## config.mk

```make
export PLATFORM = sky130hd
export DESIGN_NAME = dr_sync_tx
export DESIGN_NICKNAME = d
export VERILOG_FILES = /design/src/rtl/dr_pkg.sv /design/src/rtl/sync_ff.sv /design/src/rtl/dr_sync_tx.sv
export SDC_FILE = /design/constraint.sdc
export NUM_CORES = 1
export LEC_CHECK = 0
export CAP_MARGIN = 20
export CELL_PAD_IN_SITES_DETAIL_PLACEMENT = 0
export CELL_PAD_IN_SITES_GLOBAL_PLACEMENT = 1
export CORE_ASPECT_RATIO = 0.7
export CORE_MARGIN = 1
export CORE_UTILIZATION = 34
export CTS_CLUSTER_SIZE = 14
export DETAILED_ROUTE_END_ITERATION = 7
export GPL_ROUTABILITY_DRIVEN = 0
export HOLD_SLACK_MARGIN = 0.12
export PLACE_DENSITY_LB_ADDON = 0.1
export SYNTH_ARGS = -nofsm -noshare
export SYNTH_HDL_FRONTEND = slang
export SYNTH_SLANG_ARGS = --single-unit
```

## constraint.sdc

```tcl
create_clock -name clk -period 1.8 [get_ports clk]
set_input_delay 0.36 -clock clk [delete_from_list [all_inputs] [get_ports clk]]
set_output_delay 0.36 -clock clk [all_outputs]
set_load 0.02 [all_outputs]
```

## src/rtl/dr_pkg.sv

```systemverilog
// Shared dual-rail definitions: rail indices, spacer code, transmitter states
// and the single-bit codeword encoder.
package dr_pkg;

   localparam int RAIL_T   = 1;
   localparam int RAIL_F   = 0;
   localparam int RAIL_NUM = 2;

   localparam logic [RAIL_NUM-1:0] SPACER = 2'b00;

   typedef enum logic [1:0] {IDLE, DATA, NULL} dr_tx_state_e;

   function automatic logic [RAIL_NUM-1:0] dr_encode(input logic b);
      logic [RAIL_NUM-1:0] cw;
      cw         = SPACER;
      cw[RAIL_T] = b;
      cw[RAIL_F] = ~b;
      return cw;
   endfunction

endpackage

```

## src/rtl/sync_ff.sv

```systemverilog
// N-stage single-bit synchroniser, reset to 0; shared with the receive side.
module sync_ff #(
   parameter int STAGES = 2
) (
   input  logic clk,
   input  logic rst,
   input  logic d,
   output logic q
);

   logic [STAGES-1:0] sync_q;
   logic [STAGES-1:0] sync_d;

   always_comb begin
      sync_d = {sync_q[STAGES-2:0], d};
   end

   always_ff @(posedge clk) begin
      if (rst) sync_q <= '0;
      else     sync_q <= sync_d;
   end

   assign q = sync_q[STAGES-1];

endmodule

```

## src/rtl/dr_sync_tx.sv

```systemverilog
// Valid/ready to four-phase return-to-spacer dual-rail transmitter.
//   state | meaning
//   IDLE  | link at spacer, may accept a word once ack_s is low
//   DATA  | codeword on the link, waiting for ack_s high
//   NULL  | spacer on the link, waiting for ack_s low
module dr_sync_tx
   import dr_pkg::*;
#(
   parameter int WIDTH       = 8,
   parameter int SYNC_STAGES = 2,
   parameter int TIMEOUT     = 1024
) (
   input  logic                                clk,
   input  logic                                rst,
   input  logic [WIDTH-1:0]                    in_data,
   input  logic                                in_valid,
   output logic                                in_ready,
   output logic [WIDTH-1:0][RAIL_NUM-1:0]      out,
   input  logic                                ack,
   output logic                                busy,
   output logic                                err
);

   localparam int               CW        = (TIMEOUT < 1) ? 1 : $clog2(TIMEOUT + 1);
   localparam logic [CW-1:0]    TO_MAX    = CW'(TIMEOUT);
   localparam logic [2:0]       HOLD_INIT = 3'(SYNC_STAGES);

   logic                             ack_s;
   logic                             accept;
   dr_tx_state_e                     state_q, state_d;
   logic [WIDTH-1:0][RAIL_NUM-1:0]   out_q, out_d;
   logic [CW-1:0]                    cnt_q, cnt_d;
   logic                             err_q, err_d;
   logic                             busy_q, busy_d;
   logic [2:0]                       hold_q, hold_d;

   sync_ff #(.STAGES(SYNC_STAGES)) u_ack_sync (
      .clk (clk),
      .rst (rst),
      .d   (ack),
      .q   (ack_s)
   );

   // The synchroniser comes out of reset at 0 even if ack is stuck high, so
   // hold off acceptance until it has had time to fill with the real level.
   assign in_ready = (state_q == IDLE) && !ack_s && (hold_q == 3'd0);
   assign accept   = in_valid && in_ready;

   always_comb begin
      state_d = state_q;
      out_d   = out_q;
      cnt_d   = cnt_q;
      err_d   = err_q;
      hold_d  = (hold_q != 3'd0) ? hold_q - 3'd1 : hold_q;

      case (state_q)
         IDLE: begin
            if (accept) begin
               state_d = DATA;
               for (int i = 0; i < WIDTH; i++) out_d[i] = dr_encode(in_data[i]);
            end
         end
         DATA: begin
            if (ack_s) begin
               state_d = NULL;
               for (int i = 0; i < WIDTH; i++) out_d[i] = SPACER;
            end
         end
         NULL: begin
            if (!ack_s) state_d = IDLE;
         end
         default: begin
            state_d = IDLE;
            out_d   = '0;
         end
      endcase

      if (state_d != state_q || state_q == IDLE) cnt_d = '0;
      else if (cnt_q != TO_MAX)                   cnt_d = cnt_q + 1'b1;

      if (TIMEOUT != 0 && cnt_d == TO_MAX) err_d = 1'b1;

      busy_d = (state_d != IDLE);
   end

   always_ff @(posedge clk) begin
      if (rst) begin
         state_q <= IDLE;
         out_q   <= '0;
         cnt_q   <= '0;
         err_q   <= 1'b0;
         busy_q  <= 1'b0;
         hold_q  <= HOLD_INIT;
      end else begin
         state_q <= state_d;
         out_q   <= out_d;
         cnt_q   <= cnt_d;
         err_q   <= err_d;
         busy_q  <= busy_d;
         hold_q  <= hold_d;
      end
   end

   assign out  = out_q;
   assign busy = busy_q;
   assign err  = err_q;

endmodule

```

==> key figures, run 1 <==
Floorplanning
  – FP Rows: 20
  – Die Y: approximately 60 um
  – Starting Density: 36.6%
  – Core area: approximately 4500 um2
  – Die area: slightly above 5000 um2
  – # IOs: 31
  – Die Span X: roughly 85 um

Routing
  – DR iter-0 viols: 107
  – Vias per cell: slightly above 5
  – Pre-Repair DR Iteration Count: 5
  – Routed Antenna Nets: 0
  – # DRC: 0
  – Routed WL: around 4300 um
  – Vias: roughly 1600
  – DR WL/cell: 13.7 um

Timing
  – Min cycle time layout: about 1.8 ns
  – Post-route setup slack: -0.0452 ns
  – Fin. max-slew vios: 0
  – Achievable clock frequency: between 500 and 600 MHz
  – Worst slew pin tran: 0.555 ns
  – Hold Vio Cnt, Final: 0
  – Count of final setup violators: 7
  – Clock Skew: about 0.0044 ns
  – Slew margin rel.: between 60 and 70%
  – RSZ-0062 raised after global routing: true
  – Hold slack: 0.457 ns
  – Final period util: 103%

Clock network
  – CTS clk-pin slew, worst paths: about 0.070 ns
  – Clock latency on the worst-skew pair: around 0.3 ns
  – Num Clock Sinks: 36
  – Maximum root-to-sink buffer count: 2
  – Hold-fix buffers, CTS: 0
  – CTS tree: done
  – CTS H-tree lvls: 2
  – CTS Buf Count: 5
  – Root Buffer: clkbuf_8

Critical path
  – Critical path class: input pin to register
  – R2R depth: 7
  – Critical path's top delay family: simple AND/OR/NAND/NOR gates
  – CP Buf/Inv Count: 1
  – CP Capture Type: register
  – R2r endpoint: out[8]
  – Reg2reg setup slack: -0.03 ns
  – CP startpoint kind: input pin
  – CP Max Fanout: 8
  – CP cell instances: clkdlybuf4s50_1 > nand3b_1 > or4_4 > and2_4 > or3_4 > a21oi_2
  – CP Data Arrival Time: roughly 2.1 ns
  – CP max stage delay: about 0.47 ns
  – Reg2reg start: hold_q[0]
  – CP max-delay cell: clkdlybuf4s50_1
  – Crit path required time: a little over 2 ns

Synthesis
  – Simple-gate share of the synthesized area: between 20 and 30%
  – YS warnings: 0
  – Cell area after synthesis: 1640 um2
  – Sequential area share after synthesis: roughly 44%
  – Post-synthesis compound-gate area fraction: between 10% and 20%
  – Net Count, Synth: roughly 220
  – Number of synthesized flops with an enable pin: 0
  – Post-synthesis adder-cell area fraction: just over 3%
  – Mux share of post-synthesis cell area: 1.30%
  – XOR/XNOR Fraction of Synth Area: under 10%
  – Asr flop ratio synth: 0%
  – Ys flop type: dfxtp_1
  – Syn_area_per_cell: between 8 and 9 um2
  – Largest family of logic cells by synthesized area: simple AND/OR/NAND/NOR gates
  – Post-synth cell types: 36
  – Yosys reg bits: 36
  – Gate Count Post-Synth: 199

Place
  – Number of buffers added on ports: 30
  – Post-DP HPWL: between 2000 and 3000 um

Pwr
  – P_leak: 0.860 nW
  – Pwr Density: 1030 nW/um2
  – VDD IR max: approximately 450 uV

GRT
  – Antenna violations before repair: 0
  – Gr usage total: between 15 and 20%
  – First-pass GRT wire length: around 6900 um
  – Largest net degree at the start of global routing: 26
  – Vias in the first global route: 1478
  – GR Overflow Total: 0

Job
  – MaxCap Viol Count: 0

Min path
  – Hold Path Sink: out[11]
  – HP Class: register to register
  – Hold path startpoint: out[11]
  – Hold Path Stages: 2

Layout
  – Area growth, synth to finish: 42.8%
  – Proportion of layout cells with a drive suffix above 1: 22.1%
  – Number of diodes: 0
  – Net count, final: about 270
  – Final core occ: a little over half

Outcome
  – Failing checks: setup timing
  – Status: finished with violations
[worst max path at each step]
stage | slack, ns | startpoint | end | depth (start not counted)
2_1_floorplan | -0.002 | hold_q[0] | out[0] | 8
3_3_place_gp | -0.28 | in_valid | out[8] | 6
3_5_place_dp | -0.35 | in_valid | out[8] | 6
4_1_cts | -0.03 | hold_q[0] | out[8] | 7
5_1_grt | -0.09 | hold_q[0] | out[4] | 7
6_report | -0.05 | in_valid | out[8] | 6
[cells in the final DEF, fill, tap and decap left out, types with 3 or more instances in the layout]
cell type | Yosys | final
o21ai_0 | 8 | 8
buf_6 | 2 | 3
buf_4 | 0 | 30
or3_1 | 9 | 8
nand3_1 | 17 | 17
nor2_1 | 18 | 18
clkdlybuf4s50_1 | 0 | 29
a21oi_1 | 23 | 22
xnor2_1 | 6 | 6
inv_1 | 10 | 8
dfxtp_1 | 36 | 33
clkbuf_8 | 0 | 6
and3_1 | 3 | 3
dfxtp_2 | 0 | 3
nand2_1 | 21 | 21
xor2_1 | 3 | 3
[through the flow]
step / setup slack, ns / instances / power (mW) / TNS [ns] / instance area (um2)
floorplan: -0.00236 / 199 / 1.28 / -0.00709 / 1640
global placement: -0.281 / 290 / 1.54 / -3.57 / 2090
detailed placement: -0.351 / 290 / 1.56 / -4.00 / 2090
CTS: -0.0316 / 314 / 2.40 / -0.0615 / 2330
global route: -0.0878 / 313 / 2.57 / -0.828 / 2340
finish: -0.0452 / 313 / 2.41 / -0.0767 / 2340
[cell families after synthesis]
kind of cell / after synthesis
multiplexers: 2
AO/OA/AOI/OAI: 39
buffers and inverters: 23
XOR/XNOR: 9
flip-flops: 36
adder cells (fa/ha/maj): 4
AND/OR/NAND/NOR: 86
[power breakdown]
part	leakage, nW	switching [mW]	internal, mW	total (mW)
clock network	0.0510	0.297	0.305	0.602
registers	0.292	0.0483	0.881	0.930
logic	0.517	0.389	0.490	0.879
[flip-flops by register name, summed over array words and instances (netlist names)]
register,flops
busy,1
cnt_q,11
err,1
hold_q,3
out,16
state_q,2
u_ack_sync.sync_q,2
[final cells by class]
type                    instances  area [um2]
repair buffers                 63         554
flip-flops and latches         36         724
fillers                       416        2140
well taps                      55        68.8
clock inverters                 2        10.0
multi-input cells             141         863
clock buffers                   6        82.6
inverters                      10        37.5
[worst register-to-register path: stages (launching register included)]
cell and delay, ns:
dfxtp_2 0.32, inv_2 0.07, ha_4 0.14, nand3b_1 0.12, or4_4 0.46, and2_4 0.18, or3_4 0.34, a21oi_2 0.15
[synth_stat cells (2+ instances only)]
master     n  area share, %
a21oi_1   23            7.0
and3_1     3            1.1
and4_1     2            1.1
buf_2      2           0.61
buf_6      2            1.4
clkbuf_1   9            2.1
dfxtp_1   36             44
ha_1       4            3.1
inv_1     10            2.3
nand2_1   21            4.8
nand2b_1   2           0.76
nand3_1   17            5.2
nand4_1    2           0.76
nor2_1    18            4.1
nor2b_1    2           0.76
nor3_1     2           0.61
nor3b_1    2           0.92
nor4b_1    2            1.1
o21ai_0    8            2.4
or3_1      9            3.4
xnor2_1    6            3.2
xor2_1     3            1.6
[per-layer routing]
layer | global-route usage, % | routed length, um | vias up
met5 | 0 | 0 | -
met4 | 9.69 | 101 | 0
met3 | 5.11 | 296 | 11
met2 | 27.3 | 1840 | 53
met1 | 23.2 | 2060 | 729
li1 | - | - | 797
[repair_timing]
action                                  CTS  global route
cloned                                    1             0
endpoints found under the setup margin    9            19
pin swaps                                 3             3
gates resized for setup                  10            10
setup buffers                            15             1
(Power assumes the default switching activity.)
==> inputs of run 2 (changes only) <==
- PLACE_DENSITY: unset -> 0.77
- PLACE_DENSITY_LB_ADDON: 0.1 -> unset
- TNS_END_PERCENT: unset -> 50
==> key figures, run 2 (synthesis gave the netlist of run 1 again) <==
Outcome
  – Status: finished with violations
  – Failing checks: setup timing

Floorplanning
  – Starting Density: 36.6% (unchanged)
  – # IOs: 31 (unchanged)
  – Die Y: 60.1 um (unchanged)
  – FP Rows: 20 (unchanged)
  – Core area: 4480 um2 (unchanged)
  – Die Span X: 85.0 um (unchanged)
  – Die area: 5110 um2 (unchanged)

Critical path
  – CP Capture Type: register
  – Critical path's top delay family: simple AND/OR/NAND/NOR gates
  – CP startpoint kind: input pin
  – CP max-delay cell: clkdlybuf4s50_1
  – Critical path class: input pin to register
  – Crit path required time: 2.02 ns (about the same)
  – Reg2reg start: hold_q[1]
  – CP Buf/Inv Count: 1 (unchanged)
  – CP cell instances: clkdlybuf4s50_1 > nand3b_1 > or4_4 > and2_4 > or3_4 > a21oi_2
  – R2R depth: 7 (unchanged)
  – CP Max Fanout: 8 (unchanged)
  – Stages on worst setup path: 6 (unchanged)
  – CP Data Arrival Time: 2.02 ns (-0.06 ns)
  – Critical path startpoint: in_valid
  – CP max stage delay: 0.45 ns (-0.02 ns)

Clock network
  – CTS Buf Count: 5 (unchanged)
  – CTS H-tree lvls: 2 (unchanged)
  – Num Clock Sinks: 36 (unchanged)
  – Hold-fix buffers, CTS: 0 (unchanged)
  – Clock latency on the worst-skew pair: 0.29 ns (about the same)
  – CTS tree: done
  – CTS clk-pin slew, worst paths: 0.08 ns (about the same)
  – Root Buffer: clkbuf_8
  – Maximum root-to-sink buffer count: 2 (unchanged)

Job
  – MaxCap Viol Count: 0 (unchanged)

GRT
  – First-pass GRT wire length: 6180 um (-10%)
  – Largest net degree at the start of global routing: 26 (unchanged)
  – Vias in the first global route: 1309 (-11%)
  – Gr usage total: 15.9% (-2.0 points)
  – GR Overflow Total: 0 (unchanged)
  – Antenna violations before repair: 0 (unchanged)

Place
  – Inst Count DP: 293 (+1.0%)
  – Post-DP HPWL: 2670 um (-5.6%)
  – Number of buffers added on ports: 30 (unchanged)

Routing
  – Vias: 1513 (-4.8%)
  – DR WL/cell: 12.6 um (-8.0%)
  – DR iter-0 viols: 60 (-44%)
  – Pre-Repair DR Iteration Count: 4 (-1)
  – Routed WL: 3850 um (-10%)
  – Vias per cell: 4.96 (-2.3%)
  – # DRC: 0 (unchanged)
  – Routed Antenna Nets: 0 (unchanged)

Pwr
  – Gate power share: 30.0% (-6.5 points)
  – Switching share of power: 28.4% (-2.1 points)
  – P_leak: 0.822 nW (-4.4%)
  – Flop pwr share: 40.0% (+1.4 points)
  – P_sw: 0.660 mW (-10%)
  – Pint: 1.66 mW (-0.86%)
  – VDD IR max: 443 uV (-2.4%)
  – Final Total Pwr: 2.32 mW (-3.7%)
  – Pwr Density: 1010 nW/um2 (-1.8%)
  – Clock power share: 30.0% (+5.0 points)

Timing
  – Achievable clock frequency: 555 MHz (+2.4%)
  – Count of final setup violators: 1 (-6)
  – Final period util: 100% (-2.4 points)
  – Hold Vio Cnt, Final: 0 (unchanged)
  – Post-route setup slack: -0.00120 ns (+0.0440 ns)
  – RSZ-0062 raised after global routing: true
  – Min cycle time layout: 1.80 ns (-0.0440 ns)
  – Worst slew pin tran: 0.359 ns (-0.196 ns)
  – Slew margin rel.: 75.8% (+13 points)
  – Fin. max-slew vios: 0 (unchanged)
  – Clock Skew: 0.0103 ns (+0.00594 ns)

Min path
  – HP Class: register to register
  – Hold Path Stages: 1 (-1)
  – Hold path startpoint: u_ack_sync.sync_q[0]

Layout
  – Max FFs per register: 16 (unchanged)
  – Proportion of layout cells with a drive suffix above 1: 19.2% (-2.9 points)
  – Area growth, synth to finish: 40.0%
  – Net count, final: 265 (-2.9%)
  – Commonest non-fill, non-tap cells in the layout: dfxtp_1 (33), clkdlybuf4s50_1 (29), buf_4 (24)
  – Post-Layout Cell Count: 305 (-2.6%)
  – Most common cell after layout, fill and taps aside: dfxtp_1
  – Number of diodes: 0 (unchanged)
[run 2: area by class of cell]
class	count	area, um2
flip-flops and latches	36	724
repair buffers	55	499
well taps	55	68.8
clock inverters	2	35.0
multi-input cells	141	857
clock buffers	6	72.6
inverters	10	37.5
fillers	417	2180
[run 2: final timing paths]
kind                                to  slack (ns)
hold / removal    u_ack_sync.sync_q[1]        0.45
hold reg to reg   u_ack_sync.sync_q[1]        0.45
setup / recovery                out[0]      -0.001
setup reg to reg                out[0]        0.01
[run 2: worst reg2reg max path, delay by kind of cell (launching register included)]
kind / cells / cell delay, ns
flops: 1 / 0.32
simple gates: 4 / 1.07
compound gates: 1 / 0.14
fa+ha+maj: 1 / 0.14
buf+inv: 1 / 0.07
[run 2: layer usage]
metal	part of all wire, %	global-route usage [%]
met2	40	23.0
met1	52	22.8
met3	6.9	4.01
met4	1.2	5.81
met5	0	0
[run 2: power by group through the flow]
stage / clock, mW / combinational [mW] / sequential [mW]
floorplan: 0 / 0.296 / 0.988
global placement: 0 / 0.644 / 0.942
detailed placement: 0 / 0.649 / 0.942
CTS: 0.717 / 0.688 / 0.930
global route: 0.748 / 0.774 / 0.940
finish: 0.695 / 0.697 / 0.929
[run 2: metrics by stage]
step / hold slack [ns] / TNS (ns) / worst slack, ns / utilization (%) / area (um2)
global placement: 0.430 / -3.18 / -0.280 / 47.4 / 2120
global route: 0.471 / -0.203 / -0.0623 / 51.2 / 2290
detailed placement: 0.428 / -3.33 / -0.307 / 47.4 / 2120
CTS: 0.452 / -0.00289 / -0.00289 / 50.5 / 2260
finish: 0.449 / -0.00120 / -0.00120 / 51.2 / 2290
floorplan: 0.414 / -0.00709 / -0.00236 / - / 1640
[run 2: what timing repair did]
item                       CTS  global route
gates cloned                 1             0
setup endpoints to repair    9            10
setup buffers                2             1
resized for setup            6             7
pin swaps                    0             7
